===== config.mk =====
export PLATFORM = sky130hd
export DESIGN_NAME = instr_fetch
export DESIGN_NICKNAME = d
export VERILOG_FILES = /design/src/rtl/fetch_pkg.sv /design/src/rtl/fetch_queue.sv /design/src/rtl/instr_fetch.sv
export SDC_FILE = /design/constraint.sdc
export NUM_CORES = 1
export LEC_CHECK = 0
export BUFFER_PORTS_ARGS = -buffer_cell sky130_fd_sc_hd__buf_4
export CAP_MARGIN = 20
export CORE_ASPECT_RATIO = 0.7
export CORE_MARGIN = 4
export CORE_UTILIZATION = 45
export DETAILED_ROUTE_END_ITERATION = 16
export PLACE_DENSITY = 0.68
export SLEW_MARGIN = 20
export SYNTH_ARGS = -nofsm -noshare
export SYNTH_HDL_FRONTEND = slang
export SYNTH_SLANG_ARGS = --single-unit

===== constraint.sdc =====
create_clock -name clk -period 2.95 [get_ports clk]
set_input_delay 0 -clock clk [delete_from_list [all_inputs] [get_ports clk]]
set_output_delay 0 -clock clk [all_outputs]
set_load 0.05 [all_outputs]

===== src/rtl/fetch_pkg.sv =====
// Shared types and constants for the instruction fetch stage:
// FSM state encoding, queue depth and decoder field positions.
package fetch_pkg;

  typedef enum logic [1:0] {
    IDLE  = 2'd0,
    FETCH = 2'd1,
    WAIT  = 2'd2,
    FLUSH = 2'd3
  } fetch_state_e;

  localparam logic [1:0] QDEPTH = 2'd2;

  localparam int OP_LSB    = 26;
  localparam int OP_W      = 2;
  localparam int FUNCT_LSB = 20;
  localparam int FUNCT_W   = 6;
  localparam int RD_LSB    = 12;
  localparam int RD_W      = 4;

  typedef struct packed {
    logic [31:0] word;
    logic [31:0] pc;
  } qentry_t;

endpackage


===== src/rtl/fetch_queue.sv =====
// Two-entry FIFO of {word, pc} with registered head, flush and occupancy count.
// Entry 0 is always the head; the head reads as zero while the queue is empty.
module fetch_queue
  import fetch_pkg::*;
(
  input  logic       clk,
  input  logic       rst_n,
  input  logic       push_i,
  input  logic       pop_i,
  input  logic       flush_i,
  input  qentry_t    data_i,
  output qentry_t    head_o,
  output logic       valid_o,
  output logic [1:0] count_o
);

  qentry_t [1:0] mem_q, mem_d;
  logic    [1:0] count_q, count_d;

  always_comb begin
    mem_d   = mem_q;
    count_d = count_q;
    if (flush_i) begin
      count_d = 2'd0;
    end else begin
      unique case ({push_i, pop_i})
        2'b10: begin
          if (count_q != QDEPTH) begin
            mem_d[count_q[0]] = data_i;
            count_d           = count_q + 2'd1;
          end
        end
        2'b01: begin
          if (count_q != 2'd0) begin
            mem_d[0] = mem_q[1];
            count_d  = count_q - 2'd1;
          end
        end
        2'b11: begin
          // Simultaneous push and pop keeps the count and shifts in behind the head.
          if (count_q == QDEPTH) begin
            mem_d[0] = mem_q[1];
            mem_d[1] = data_i;
          end else begin
            mem_d[0] = data_i;
          end
          count_d = (count_q == 2'd0) ? 2'd1 : count_q;
        end
        default: ;
      endcase
    end
  end

  always_ff @(posedge clk or negedge rst_n) begin
    if (!rst_n) begin
      mem_q   <= '0;
      count_q <= 2'd0;
    end else begin
      mem_q   <= mem_d;
      count_q <= count_d;
    end
  end

  assign valid_o = (count_q != 2'd0);
  assign head_o  = valid_o ? mem_q[0] : '0;
  assign count_o = count_q;

endmodule


===== src/rtl/instr_fetch.sv =====
// Instruction fetch stage: req/ack memory interface, 2-entry instruction queue,
// branch/PC-write redirect handling and decoder field slicing.
module instr_fetch
  import fetch_pkg::*;
#(
  parameter logic [31:0] RESET_PC = 32'h0000_0000
) (
  input  logic        clk,
  input  logic        rst_n,
  output logic        imem_req,
  output logic [31:0] imem_addr,
  input  logic        imem_ack,
  input  logic [31:0] imem_rdata,
  output logic        instr_valid,
  input  logic        instr_ready,
  output logic [31:0] instr,
  output logic [31:0] instr_pc,
  output logic [31:0] pc_plus8,
  output logic [1:0]  op,
  output logic [5:0]  funct,
  output logic [3:0]  rd,
  input  logic        redirect,
  input  logic [31:0] redirect_pc
);

  fetch_state_e state_q, state_d;
  logic [31:0]  fetch_pc_q, fetch_pc_d;
  logic [31:0]  target_q, target_d;

  logic         pop, take, push, flush;
  logic [31:0]  target;
  logic [1:0]   q_count;
  qentry_t      q_head;
  qentry_t      q_in;

  assign pop    = instr_valid & instr_ready;
  assign take   = pop & redirect;
  assign target = redirect_pc & ~32'h0000_0003;
  assign q_in   = '{word: imem_rdata, pc: fetch_pc_q};

  // A take always wins over a returning word: the word belongs to the wrong path.
  always_comb begin
    state_d    = state_q;
    fetch_pc_d = fetch_pc_q;
    target_d   = target_q;
    push       = 1'b0;
    flush      = 1'b0;
    imem_req   = 1'b0;
    unique case (state_q)
      IDLE: begin
        state_d = FETCH;
      end
      FETCH: begin
        imem_req = 1'b1;
        if (imem_ack && !take) begin
          push       = 1'b1;
          fetch_pc_d = fetch_pc_q + 32'd4;
          if ((q_count + 2'd1 - {1'b0, pop}) == QDEPTH) begin
            state_d = WAIT;
          end
        end else if (imem_ack && take) begin
          flush      = 1'b1;
          fetch_pc_d = target;
        end else if (take) begin
          flush    = 1'b1;
          target_d = target;
          state_d  = FLUSH;
        end
      end
      WAIT: begin
        if (take) begin
          flush      = 1'b1;
          fetch_pc_d = target;
          state_d    = FETCH;
        end else if (pop) begin
          state_d = FETCH;
        end
      end
      FLUSH: begin
        // The stale request must complete before the target can be issued.
        imem_req = 1'b1;
        if (imem_ack) begin
          fetch_pc_d = target_q;
          state_d    = FETCH;
        end
      end
      default: begin
        state_d = IDLE;
      end
    endcase
  end

  always_ff @(posedge clk or negedge rst_n) begin
    if (!rst_n) begin
      state_q    <= IDLE;
      fetch_pc_q <= RESET_PC;
      target_q   <= RESET_PC;
    end else begin
      state_q    <= state_d;
      fetch_pc_q <= fetch_pc_d;
      target_q   <= target_d;
    end
  end

  fetch_queue u_queue (
    .clk     (clk),
    .rst_n   (rst_n),
    .push_i  (push),
    .pop_i   (pop),
    .flush_i (flush),
    .data_i  (q_in),
    .head_o  (q_head),
    .valid_o (instr_valid),
    .count_o (q_count)
  );

  assign imem_addr = fetch_pc_q;
  assign instr     = q_head.word;
  assign instr_pc  = q_head.pc;
  assign pc_plus8  = q_head.pc + 32'd8;
  assign op        = q_head.word[OP_LSB +: OP_W];
  assign funct     = q_head.word[FUNCT_LSB +: FUNCT_W];
  assign rd        = q_head.word[RD_LSB +: RD_W];

endmodule


==> impl_metrics.py <==
metrics = {
    "cts": {
        "cts_tree": "done",
        "cts_root_buffer": "clkbuf_16",
        "clk_latency_ps": 430,
        "cts_buffer_depth": 2,
        "numCtsBuffers": 17,
        "cts.sink_count": 189,
        "htreeDepth": 4,
        "path_clk_slew_ps": 70,
    },
    "worst_hold_path": {
        "hold_path.class": "in -> async",
    },
    "placement": {
        "dp_cells": 1468,
        "postPlaceCellArea_um2": 12400,
        "gp_routability_congestion": 0.917,
        "dp_hpwl_um": 20500,
        "portBuffers": 206,
    },
    "timing": {
        "finalMaxSlewViolations": 0,
        "worst_pin_slew_ps": 927,
        "rsz0062_at_grt": "false",
        "timing.hold.ws_ps": 244,
        "fmax_mhz": 361,
        "hold_violations": 0,
        "setup_viol": 0,
        "relSlewSlack_pct": 38.2,
        "fin_skew_ps": 9.17,
        "post-route-period-util_pct": 93.8,
        "period_needed_ps": 2770,
    },
    "grt": {
        "grt_max_degree": 110,
        "grt_usage_pct": 23.0,
        "grt_pass1_vias": 8603,
        "antenna_found_initial": 0,
        "grt_pass1_wl_um": 47500,
        "grt_overflow": 0,
    },
    "finish": {
        "layout.cells.most_common": "buf_4",
        "fin_cells": 1568,
        "syn2layout_area_growth_pct": 32.5,
        "fillers": 1856,
        "antenna_cells": 0,
        "layout_common_cells": "buf_4, dfrtp_1, nand2_1, o21ai_0, mux2_2",
        "final_nets": 1327,
        "stdcell_area_um2": 13600,
        "layout-drive-gt1-share_pct": 32.5,
    },
    "synth": {
        "syn-cell-area_um2": 10300,
        "synthArstFlopShare_pct": 100,
        "yosysTopAreaCell": "dfrtp_1",
        "syn_inst": 1005,
        "synth-seq-cells": 189,
        "synthMuxAreaShare_pct": 14.6,
        "synth_compound_area_share_pct": 14.0,
        "yosys_warnings": 0,
        "synth-simple-area-share_pct": 16.6,
        "netlist_top_cells_area": "dfrtp_1, mux2_2, o21ai_0, mux2i_1, nand2_1",
        "synth_top_family_by_area": "simple AND/OR/NAND/NOR gates",
        "synthAdderAreaFrac_pct": 0.851,
        "yosysUniqueCellTypes": 69,
        "synth_edf_count": 0,
        "synth_top_area_share_pct": 45.9,
        "synth_xor_area_share_pct": 2.72,
        "syn-mean-instance-area_um2": 10.2,
        "ys.flop_type": "dfrtp_1",
        "ys_seq_area_share_pct": 45.9,
    },
    "power": {
        "leakage_nw": 6.16,
        "powerDensity_nw_per_um2": 1280,
        "ir_drop_mv": 0.753,
    },
    "floorplan": {
        "core_area_um2": 22100,
        "initial_core_util_pct": 46.6,
        "die_area_um2": 25400,
        "die_h_um": 135,
        "fp-row-count": 45,
        "io_pins": 211,
        "die_w_um": 189,
    },
    "route": {
        "wl_per_cell_um": 18.8,
        "avgViaCountPerCell": 5.55,
        "drtIter0Drc": 630,
        "dr.pass1.iters": 5,
        "drc_errors": 0,
        "via_count": 8708,
        "postRouteAntennaNets": 0,
        "wirelength_um": 29400,
    },
    "critical_path": {
        "crit_chain": "inv_2, ha_4, clkinvlp_4, nand2_8, clkinvlp_4, ha_4, nand3_4, nor4_4, buf_4, buf_4, nor4bb_4, xor2_2, buf_6",
        "crit_path_end_kind": "output pin",
        "cp_data_required_time_ps": 2950,
        "rrSetupSlack_ps": 440,
        "critPathArrivalTime_ps": 2770,
        "worstReg2RegEnd": "imem_addr[13]$_DFFE_PN0P_",
        "path_class": "reg -> out",
        "worstReg2RegStart": "u_queue.count_o[0]$_DFFE_PN0P_",
        "worst_path_max_delay_cell": "dfrtp_2",
        "worstPathMaxFanout": 6,
        "slowest_delay_ps": 370,
        "cp-start-kind": "flip-flop",
        "r2r_cells": 9,
    },
    "status": {
        "outcome": "finished, final reports clean",
    },
    "run": {
        "cap_violations": 0,
    },
}
## cell type report
class                           count  area [µm²]  share of cell area (%)
Clock buffer                       24         492                    3.61
Inverter                           11        48.8                   0.358
Sequential cell                   189        4730                    34.7
Multi-Input combinational cell    720        5310                    38.9
Clock inverter                      7        62.6                   0.459
Timing Repair Buffer              312        2620                    19.2
Tap cell                          305         382                    2.80
## layer usage
metal / global-route usage (%) / part of all wire [%] / up-vias / routed length (µm)
met5: 0 / 0 / - / 0
met4: 5.38 / 1.6 / 0 / 471
met3: 6.61 / 8.2 / 42 / 2420
met2: 35.8 / 45 / 335 / 13300
met1: 32.2 / 45 / 4227 / 13200
li1: - / - / 4104 / -
## through the flow
| stage | setup slack (ps) | utilization, % | TNS (ps) | total power [W] |
|---|---|---|---|---|
| floorplan | -35.9 | - | -64.5 | 0.0122 |
| global placement | 392 | 56.1 | 0 | 0.0149 |
| detailed placement | 379 | 56.1 | 0 | 0.0151 |
| CTS | 2.07 | 61.8 | 0 | 0.0175 |
| global route | 3.30 | 61.8 | 0 | 0.0184 |
| finish | 182 | 61.8 | 0 | 0.0174 |
## registers in the layout (all words and copies together), names as in the netlist
register,cells
u_queue.mem_q,125
imem_addr,30
target_q,30
state_q,2
u_queue.count_o,2
## power by group
part           switching (W)  internal, W  total [W]
logic                0.00650      0.00367     0.0102
registers            0.00115      0.00385    0.00500
clock network       0.000993      0.00124    0.00224
total                0.00864      0.00876     0.0174
## cell usage after synthesis (3+ instances only)
library cell,count
dfrtp_1,189
a2bb2oi_1,3
xor2_1,19
a221oi_1,15
mux2_1,5
o211ai_1,7
nor4b_1,3
buf_1,4
o22ai_1,3
mux2_2,87
clkbuf_1,26
nor2b_1,62
buf_4,22
a22o_1,3
nand4_1,15
o22a_1,4
o21ai_0,101
nand2_1,113
buf_2,26
a311oi_1,3
nor4_1,6
and4_1,6
nor2_1,31
a31oi_1,8
o2bb2ai_1,6
mux2i_1,47
xnor2_1,13
nor3_1,13
or3_1,4
a22oi_1,24
a21oi_1,26
and3_1,11
nor4_2,3
and3b_1,3
o21a_1,3
nand3_1,24
inv_1,11
buf_6,8
nand2b_1,3
ha_1,7
## worst max-delay path: cells and delay by family, from the launching register on
family	cells	cell delay, ps
buffers and inverters	6	780
and+or+nand+nor	4	660
DFF	1	370
adders and majority gates	2	350
xor gates and xnor gates	1	170
## how the worst max path moves through the flow
stage	slack [ps]	depth (start not counted)	end	startpoint
after floorplan	-40	13	pc_plus8[31]	u_queue.count_o[0]$_DFFE_PN0P_
after global placement	390	9	pc_plus8[31]	u_queue.count_o[0]$_DFFE_PN0P_
after detailed placement	380	9	pc_plus8[31]	u_queue.count_o[0]$_DFFE_PN0P_
after CTS	2	9	pc_plus8[31]	u_queue.count_o[0]$_DFFE_PN0P_
after global routing	3	9	pc_plus8[28]	u_queue.count_o[0]$_DFFE_PN0P_
final	180	13	pc_plus8[21]	u_queue.count_o[0]$_DFFE_PN0P_
## repair_timing
item	in CTS	in global routing
endpoints found under the hold margin	227	0
endpoints found under the setup margin	4	3
gates resized for setup	4	2
setup buffers	5	0
hold buffers	64	0
pin swaps	2	2
## cells by family (layout without fill, tap and decap cells)
kind of cell | Yosys count | in the layout
and+or+nand+nor | 316 | 316
muxes | 139 | 139
xor gates and xnor gates | 32 | 32
DFF | 189 | 189
buffers and inverters | 97 | 354
adders and majority gates | 7 | 7
AOI/OAI and AO/OA | 224 | 224
other | 1 | 2
No activity file was read; power rests on OpenSTA's default activity.
